--- src/rtl/multicycle_control_unit.sv ---
// -----------------------------------------------------------------------------
// multicycle_control_unit
//
// Control sequencer for a multi-cycle RV32I datapath. Each instruction walks
// FETCH -> DECODE -> EXECUTE -> (MEM) -> (WB). The instruction and data
// memories may stall through the imem_ready / dmem_ready handshakes. A bounded
// wait counter turns a stalled memory into a sticky trap.
//
// Parameters
//   SUPPORT_SHIFT_SLT : 1 enables sll/srl/sra/slt/sltu (R and I forms)
//   FULL_BRANCH       : 1 enables blt/bge/bltu/bgeu (beq/bne always legal)
//   MEM_TIMEOUT       : wait cycles tolerated on imem/dmem, 0 = no timeout
//
// Ports
//   clk, rst_n        : clock, asynchronous active-low reset
//   instr             : instruction register contents (stable DECODE..retire)
//   imem_ready        : instruction word valid this cycle
//   dmem_ready        : data access completes this cycle
//   branch_taken      : comparator result for branch_cond
//   imem_req/dmem_req : memory requests
//   ir_write          : load the instruction register
//   pc_write, pc_src  : PC update enable / source (0 PC+4, 1 PC+imm, 2 alu&~1)
//   alu_ctrl          : 0 add 1 sub 2 and 3 or 4 xor 5 sll 6 srl 7 sra 8 slt 9 sltu
//   alu_src_a/_b      : ALU operand selects (a: 0 rs1 1 PC 2 zero; b: 0 rs2 1 imm)
//   mem_read/write    : data access type, meaningful only with dmem_req
//   reg_write, wb_sel : register write enable / source (0 alu 1 mem 2 PC+4)
//   is_branch         : branch evaluation cycle, branch_cond = funct3
//   retire            : one-cycle pulse when an instruction completes
//   trap              : sticky fault flag
//   state_o           : FETCH=0 DECODE=1 EXECUTE=2 MEM=3 WB=4 TRAP=5
// -----------------------------------------------------------------------------
module multicycle_control_unit #(
    parameter bit SUPPORT_SHIFT_SLT = 1'b1,
    parameter bit FULL_BRANCH       = 1'b1,
    parameter int MEM_TIMEOUT       = 15
) (
    input  logic        clk,
    input  logic        rst_n,
    input  logic [31:0] instr,
    input  logic        imem_ready,
    input  logic        dmem_ready,
    input  logic        branch_taken,
    output logic        imem_req,
    output logic        dmem_req,
    output logic        ir_write,
    output logic        pc_write,
    output logic [1:0]  pc_src,
    output logic [3:0]  alu_ctrl,
    output logic [1:0]  alu_src_a,
    output logic        alu_src_b,
    output logic        mem_read,
    output logic        mem_write,
    output logic        reg_write,
    output logic [1:0]  wb_sel,
    output logic        is_branch,
    output logic [2:0]  branch_cond,
    output logic        retire,
    output logic        trap,
    output logic [2:0]  state_o
);

    // A zero timeout still needs a one-bit counter to keep the logic legal.
    localparam int CNT_W = (MEM_TIMEOUT < 1) ? 1 : $clog2(MEM_TIMEOUT + 1);
    localparam logic [CNT_W-1:0] CNT_LIMIT = CNT_W'(MEM_TIMEOUT);
    localparam logic [CNT_W-1:0] CNT_MAX   = '1;

    localparam logic [6:0] OP_R      = 7'b0110011;
    localparam logic [6:0] OP_I      = 7'b0010011;
    localparam logic [6:0] OP_LOAD   = 7'b0000011;
    localparam logic [6:0] OP_STORE  = 7'b0100011;
    localparam logic [6:0] OP_BRANCH = 7'b1100011;
    localparam logic [6:0] OP_JAL    = 7'b1101111;
    localparam logic [6:0] OP_JALR   = 7'b1100111;
    localparam logic [6:0] OP_LUI    = 7'b0110111;
    localparam logic [6:0] OP_AUIPC  = 7'b0010111;

    localparam logic [3:0] ALU_ADD  = 4'd0;
    localparam logic [3:0] ALU_SUB  = 4'd1;
    localparam logic [3:0] ALU_AND  = 4'd2;
    localparam logic [3:0] ALU_OR   = 4'd3;
    localparam logic [3:0] ALU_XOR  = 4'd4;
    localparam logic [3:0] ALU_SLL  = 4'd5;
    localparam logic [3:0] ALU_SRL  = 4'd6;
    localparam logic [3:0] ALU_SRA  = 4'd7;
    localparam logic [3:0] ALU_SLT  = 4'd8;
    localparam logic [3:0] ALU_SLTU = 4'd9;

    typedef enum logic [2:0] {
        S_FETCH   = 3'd0,
        S_DECODE  = 3'd1,
        S_EXECUTE = 3'd2,
        S_MEM     = 3'd3,
        S_WB      = 3'd4,
        S_TRAP    = 3'd5
    } state_t;

    typedef enum logic [2:0] {
        C_ALU    = 3'd0,   // R/I ALU ops plus lui/auipc
        C_LOAD   = 3'd1,
        C_STORE  = 3'd2,
        C_BRANCH = 3'd3,
        C_JAL    = 3'd4,
        C_JALR   = 3'd5
    } cls_t;

    state_t           state_reg;
    logic [CNT_W-1:0] wait_cnt_reg;
    cls_t             cls_reg;
    logic [3:0]       alu_reg;
    logic [1:0]       src_a_reg;
    logic             src_b_reg;
    logic [1:0]       wb_sel_reg;
    logic [2:0]       br_cond_reg;

    logic [6:0] opcode;
    logic [2:0] funct3;
    logic [6:0] funct7;
    assign opcode = instr[6:0];
    assign funct3 = instr[14:12];
    assign funct7 = instr[31:25];

    // Register and immediate fields are the datapath's business.
    logic unused_instr_bits;
    assign unused_instr_bits = ^{instr[24:15], instr[11:7]};

    // alt selects sub (funct3 000) or sra (funct3 101).
    function automatic logic [3:0] alu_from_funct3(input logic [2:0] f3, input logic alt);
        logic [3:0] op;
        op = ALU_ADD;
        case (f3)
            3'b000:  op = alt ? ALU_SUB : ALU_ADD;
            3'b001:  op = ALU_SLL;
            3'b010:  op = ALU_SLT;
            3'b011:  op = ALU_SLTU;
            3'b100:  op = ALU_XOR;
            3'b101:  op = alt ? ALU_SRA : ALU_SRL;
            3'b110:  op = ALU_OR;
            default: op = ALU_AND;
        endcase
        return op;
    endfunction

    // ---------------- combinational instruction decode ----------------
    logic       dec_illegal;
    cls_t       dec_cls;
    logic [3:0] dec_alu;
    logic [1:0] dec_src_a;
    logic       dec_src_b;
    logic [1:0] dec_wb_sel;
    logic       shift_slt_op;

    assign shift_slt_op = (funct3 == 3'b001) || (funct3 == 3'b010) ||
                          (funct3 == 3'b011) || (funct3 == 3'b101);

    always_comb begin
        dec_illegal = 1'b0;
        dec_cls     = C_ALU;
        dec_alu     = ALU_ADD;
        dec_src_a   = 2'd0;
        dec_src_b   = 1'b0;
        dec_wb_sel  = 2'd0;
        case (opcode)
            OP_R: begin
                if (funct7 != 7'b0000000 && funct7 != 7'b0100000)
                    dec_illegal = 1'b1;
                if (funct7 == 7'b0100000 && funct3 != 3'b000 && funct3 != 3'b101)
                    dec_illegal = 1'b1;
                if (!SUPPORT_SHIFT_SLT && shift_slt_op)
                    dec_illegal = 1'b1;
                dec_alu = alu_from_funct3(funct3, funct7[5]);
            end
            OP_I: begin
                if (!SUPPORT_SHIFT_SLT && shift_slt_op)
                    dec_illegal = 1'b1;
                // Bit 30 is part of the immediate except for srai.
                dec_alu   = alu_from_funct3(funct3, (funct3 == 3'b101) && funct7[5]);
                dec_src_b = 1'b1;
            end
            OP_LOAD: begin
                dec_cls     = C_LOAD;
                dec_src_b   = 1'b1;
                dec_wb_sel  = 2'd1;
                dec_illegal = (funct3 != 3'b010);
            end
            OP_STORE: begin
                dec_cls     = C_STORE;
                dec_src_b   = 1'b1;
                dec_illegal = (funct3 != 3'b010);
            end
            OP_BRANCH: begin
                dec_cls     = C_BRANCH;
                dec_alu     = ALU_SUB;
                dec_illegal = (funct3 == 3'b010) || (funct3 == 3'b011) ||
                              (!FULL_BRANCH && funct3[2]);
            end
            OP_JAL: begin
                dec_cls    = C_JAL;
                dec_src_a  = 2'd1;
                dec_src_b  = 1'b1;
                dec_wb_sel = 2'd2;
            end
            OP_JALR: begin
                dec_cls     = C_JALR;
                dec_src_b   = 1'b1;
                dec_wb_sel  = 2'd2;
                dec_illegal = (funct3 != 3'b000);
            end
            OP_LUI: begin
                dec_src_a = 2'd2;
                dec_src_b = 1'b1;
            end
            OP_AUIPC: begin
                dec_src_a = 2'd1;
                dec_src_b = 1'b1;
            end
            default: dec_illegal = 1'b1;
        endcase
    end

    // The counter has reached its limit; only meaningful with a nonzero timeout.
    logic wait_expired;
    assign wait_expired = (MEM_TIMEOUT != 0) && (wait_cnt_reg == CNT_LIMIT);

    // ---------------- state sequencer ----------------
    always_ff @(posedge clk or negedge rst_n) begin
        if (!rst_n) begin
            state_reg    <= S_FETCH;
            wait_cnt_reg <= '0;
            cls_reg      <= C_ALU;
            alu_reg      <= ALU_ADD;
            src_a_reg    <= 2'd0;
            src_b_reg    <= 1'b0;
            wb_sel_reg   <= 2'd0;
            br_cond_reg  <= 3'd0;
        end else begin
            // Any state change clears the counter; waiting states override below.
            wait_cnt_reg <= '0;
            case (state_reg)
                S_FETCH: begin
                    // A ready on the limit cycle wins over the timeout.
                    if (imem_ready)
                        state_reg <= S_DECODE;
                    else if (wait_expired)
                        state_reg <= S_TRAP;
                    else if (wait_cnt_reg != CNT_MAX)
                        wait_cnt_reg <= wait_cnt_reg + 1'b1;
                    else
                        wait_cnt_reg <= wait_cnt_reg;
                end
                S_DECODE: begin
                    cls_reg     <= dec_cls;
                    alu_reg     <= dec_alu;
                    src_a_reg   <= dec_src_a;
                    src_b_reg   <= dec_src_b;
                    wb_sel_reg  <= dec_wb_sel;
                    br_cond_reg <= funct3;
                    state_reg   <= dec_illegal ? S_TRAP : S_EXECUTE;
                end
                S_EXECUTE: begin
                    case (cls_reg)
                        C_BRANCH:         state_reg <= S_FETCH;
                        C_LOAD, C_STORE:  state_reg <= S_MEM;
                        default:          state_reg <= S_WB;
                    endcase
                end
                S_MEM: begin
                    if (dmem_ready)
                        state_reg <= (cls_reg == C_LOAD) ? S_WB : S_FETCH;
                    else if (wait_expired)
                        state_reg <= S_TRAP;
                    else if (wait_cnt_reg != CNT_MAX)
                        wait_cnt_reg <= wait_cnt_reg + 1'b1;
                    else
                        wait_cnt_reg <= wait_cnt_reg;
                end
                S_WB:    state_reg <= S_FETCH;
                S_TRAP:  state_reg <= S_TRAP;
                default: state_reg <= S_TRAP;
            endcase
        end
    end

    // ---------------- output decode ----------------
    // Everything is a function of the registered state and decode registers,
    // except the branch pc_src and the ready-qualified handshake strobes.
    // Outputs are forced low while reset is held.
    always_comb begin
        imem_req    = 1'b0;
        dmem_req    = 1'b0;
        ir_write    = 1'b0;
        pc_write    = 1'b0;
        pc_src      = 2'd0;
        alu_ctrl    = ALU_ADD;
        alu_src_a   = 2'd0;
        alu_src_b   = 1'b0;
        mem_read    = 1'b0;
        mem_write   = 1'b0;
        reg_write   = 1'b0;
        wb_sel      = 2'd0;
        is_branch   = 1'b0;
        branch_cond = 3'd0;
        retire      = 1'b0;
        trap        = 1'b0;
        if (rst_n) begin
            case (state_reg)
                S_FETCH: begin
                    imem_req = 1'b1;
                    ir_write = imem_ready;
                end
                S_EXECUTE: begin
                    alu_ctrl  = alu_reg;
                    alu_src_a = src_a_reg;
                    alu_src_b = src_b_reg;
                    if (cls_reg == C_BRANCH) begin
                        is_branch   = 1'b1;
                        branch_cond = br_cond_reg;
                        pc_write    = 1'b1;
                        retire      = 1'b1;
                        pc_src      = branch_taken ? 2'd1 : 2'd0;
                    end
                end
                S_MEM: begin
                    dmem_req  = 1'b1;
                    mem_read  = (cls_reg == C_LOAD);
                    mem_write = (cls_reg == C_STORE);
                    if (cls_reg == C_STORE && dmem_ready) begin
                        pc_write = 1'b1;
                        retire   = 1'b1;
                    end
                end
                S_WB: begin
                    reg_write = 1'b1;
                    pc_write  = 1'b1;
                    retire    = 1'b1;
                    wb_sel    = wb_sel_reg;
                    if (cls_reg == C_JAL)
                        pc_src = 2'd1;
                    else if (cls_reg == C_JALR)
                        pc_src = 2'd2;
                    else
                        pc_src = 2'd0;
                end
                S_TRAP:  trap = 1'b1;
                default: ;
            endcase
        end
    end

    assign state_o = state_reg;

endmodule

--- config.mk ---
export PLATFORM = sky130hd
export DESIGN_NAME = multicycle_control_unit
export DESIGN_NICKNAME = d
export VERILOG_FILES = /design/src/rtl/multicycle_control_unit.sv
export SDC_FILE = /design/constraint.sdc
export NUM_CORES = 1
export LEC_CHECK = 0
export CELL_PAD_IN_SITES_DETAIL_PLACEMENT = 1
export CELL_PAD_IN_SITES_GLOBAL_PLACEMENT = 2
export CORE_ASPECT_RATIO = 1.4
export CORE_UTILIZATION = 24
export DETAILED_ROUTE_END_ITERATION = 16
export HOLD_SLACK_MARGIN = 0.15
export PLACE_DENSITY_LB_ADDON = 0.1
export SYNTH_ARGS = -nofsm -noshare
export SYNTH_HDL_FRONTEND = slang
export SYNTH_SLANG_ARGS = --single-unit
--- constraint.sdc ---
create_clock -name clk -period 2.85 [get_ports clk]
set_input_delay 0.7125 -clock clk [delete_from_list [all_inputs] [get_ports clk]]
set_output_delay 0.7125 -clock clk [all_outputs]
set_load 0.1 [all_outputs]
==> flow_summary.json <==
{
  "finalWorstSetupSlack_ns": 0.180,
  "period_share_pct": 93.7,
  "critPathArrivalTime_ns": 1.96,
  "synth.area.mux_share_pct": 0,
  "cap_violations": 0,
  "holdPathEnd": "br_cond_reg[0]",
  "root_buffer": "clkbuf_8",
  "synth_area_per_cell_um2": 7.73,
  "postCtsHoldBufs": 0,
  "synth_ff_type": "dfrtp_1",
  "fin_setup_tns_ns": 0,
  "wl_um": 4910,
  "synth-xor-area-share_pct": 1.81,
  "holdPathStages": 2,
  "worstSetupStartpoint": "state_o[1]",
  "final_cells": 312,
  "die_area_um2": 6380,
  "synth_nets": 226,
  "drv_slew": 0,
  "grt_max_degree": 22,
  "place_inst": 308,
  "r2r_end": "alu_reg[2]",
  "die_x_um": 67.8,
  "drive_above_1_share_pct": 28.5,
  "cts_resized": 3,
  "synth_fa_ha_area_share_pct": 0.861,
  "vias": 1579,
  "synth_top_area_share_pct": 36.1,
  "yosys-top-cells-count": "nand2_1, dfrtp_1, nor2_1",
  "tightest_slew_ns": 0.661,
  "overflow": 0,
  "cts_buffer_depth": 2,
  "crit_path_start_kind": "flop",
  "synth_seq_area_share_pct": 36.1,
  "fill_cells": 690,
  "timing.final.hold_violations": 0,
  "worstSetupEndpointType": "output port",
  "yosysWarnings": 0,
  "drc": 0,
  "cts_tree": "done",
  "cts_setup_buffers": 0,
  "synth-seq-cells": 21,
  "syn_inst": 188,
  "antenna_found_initial": 0,
  "synth_edf_count": 0,
  "num_antenna_cells": 0,
  "die_h_um": 94.1,
  "synth_top_family_by_area": "simple AND/OR/NAND/NOR gates",
  "io_buffers": 48,
  "reg2reg_depth": 4,
  "routed_via_density": 5.06,
  "post-place-ws_ns": -0.0786,
  "synth_area_um2": 1450,
  "yosysTopAreaCell": "dfrtp_1",
  "hpwl_um": 3990,
  "path_clk_slew_ns": 0.08,
  "place_congestion": 0.806,
  "synth_most_common_cell": "nand2_1",
  "grt_pass1_wl_um": 8270,
  "ioPinCount": 64,
  "outcome": "finished, final reports clean",
  "rows": 33,
  "holdCritStartpoint": "br_cond_reg[0]",
  "crit_required_ns": 2.14,
  "rsz0062_at_grt": "false",
  "start_util_pct": 24.8,
  "final.setup_skew_ns": 0.00277,
  "hold_class": "flop to flop",
  "ir_drop_uv": 234,
  "fmax_mhz": 375,
  "drt_iter0_drc": 83,
  "synth_compound_area_share_pct": 17.3,
  "regArea_um2": 534,
  "yosys.area_share.simple_pct": 38.6,
  "cts.sinks": 21,
  "wl_per_cell_um": 15.7,
  "grt_use_total_pct": 17.3,
  "drtAntennaViolNets": 0,
  "setup_viol_count_final": 0,
  "p_total_mw": 1.39,
  "yosysUniqueCellTypes": 43,
  "r2r_start": "state_o[1]",
  "multi_input_area_um2": 962,
  "worstSetupPathType": "flop to output port",
  "clk_latency_ns": 0.26,
  "grt_pass1_vias": 1725,
  "r2r_slack_ns": 0.87,
  "ys_async_sr_fraction_pct": 100,
  "fp.coreArea_um2": 5860,
  "yosys-top-cells-area": "dfrtp_1, nand2_1, and2_1",
  "firstDrtPassIters": 4,
  "syn_to_final_growth_pct": 69.6,
  "power_density_nw_per_um2": 563,
  "cts.htree.levels": 1,
  "timing.slew.headroom_pct": 55.8,
  "cts_buffers": 3,
  "final_nets": 281,
  "fin_crit_ns": 2.67,
  "power_leakage_nw": 0.993,
  "crit_path_max_fanout": 14
}
## through the flow
stage / util [%] / hold slack (ns) / cell area, um2
after floorplan: - / 0.417 / 1590
after global placement: 41.2 / 0.448 / 2410
after detailed placement: 41.2 / 0.466 / 2410
after CTS: 42.1 / 0.485 / 2470
after global routing: 42.1 / 0.507 / 2470
final: 42.1 / 0.480 / 2470
## per-layer routing
layer	vias to the layer above	share of wire [%]	track usage, %
li1	766	-	-
met1	766	39	19.4
met2	41	56	32.8
met3	6	3.1	1.58
met4	0	1.6	5.21
met5	-	0	0
## logic make-up (layout without fill, tap and decap cells)
logic type               Yosys count  in the layout
adder cells (fa/ha/maj)            1              1
AND/OR/NAND/NOR                  105            105
AO/OA/AOI/OAI                     40             40
XOR/XNOR                           3              3
buffers and inverters             18             72
flip-flops                        21             21
## cells in the final DEF, fill, tap and decap left out, types with 2 or more instances in the layout
cell,count
nor2_2,2
nand4_1,2
xnor2_1,2
nor2_1,12
o21ai_0,10
and2_1,8
nand2_1,28
nand2b_1,5
a22o_1,2
inv_1,6
buf_12,24
buf_4,16
o311ai_1,2
and3b_1,3
nor2b_1,4
a21oi_1,7
dfrtp_1,18
nor3_1,5
clkbuf_8,3
a31oi_1,3
clkdlybuf4s50_1,20
and2_4,5
dfrtp_4,2
nor3b_4,2
o21ai_1,7
nand3_1,12
o31ai_1,3
## final cells by class
type | instances | share of cell area [%]
Clock inverter | 1 | 0.203
Clock buffer | 3 | 1.67
Timing Repair Buffer | 61 | 32.8
Inverter | 7 | 1.07
Tap cell | 70 | 3.55
Multi-Input combinational cell | 149 | 39.0
Sequential cell | 21 | 21.7
## worst max-delay path: stages, from the launching register on
cell     delay [ns]
dfrtp_2        0.59
nor2b_1        0.41
nand3_1        0.13
a21oi_1        0.21
o21a_4         0.19
buf_12         0.17
## power by group
group	leakage [nW]	total, mW	switching [mW]	internal [mW]
clock	0.0255	0.196	0.0984	0.0973
combinational	0.689	0.725	0.479	0.246
sequential	0.279	0.468	0.111	0.357
total	0.993	1.39	0.689	0.700
## worst max-delay path by stage
stage / to / depth (start not counted) / slack (ns)
floorplan: pc_src[1] / 4 / -0.19
global placement: alu_src_a[1] / 7 / -0.06
detailed placement: alu_ctrl[1] / 7 / -0.08
CTS: retire / 5 / 0.17
global route: pc_src[0] / 5 / 0.03
finish: retire / 5 / 0.18
(Power assumes the default switching activity.)
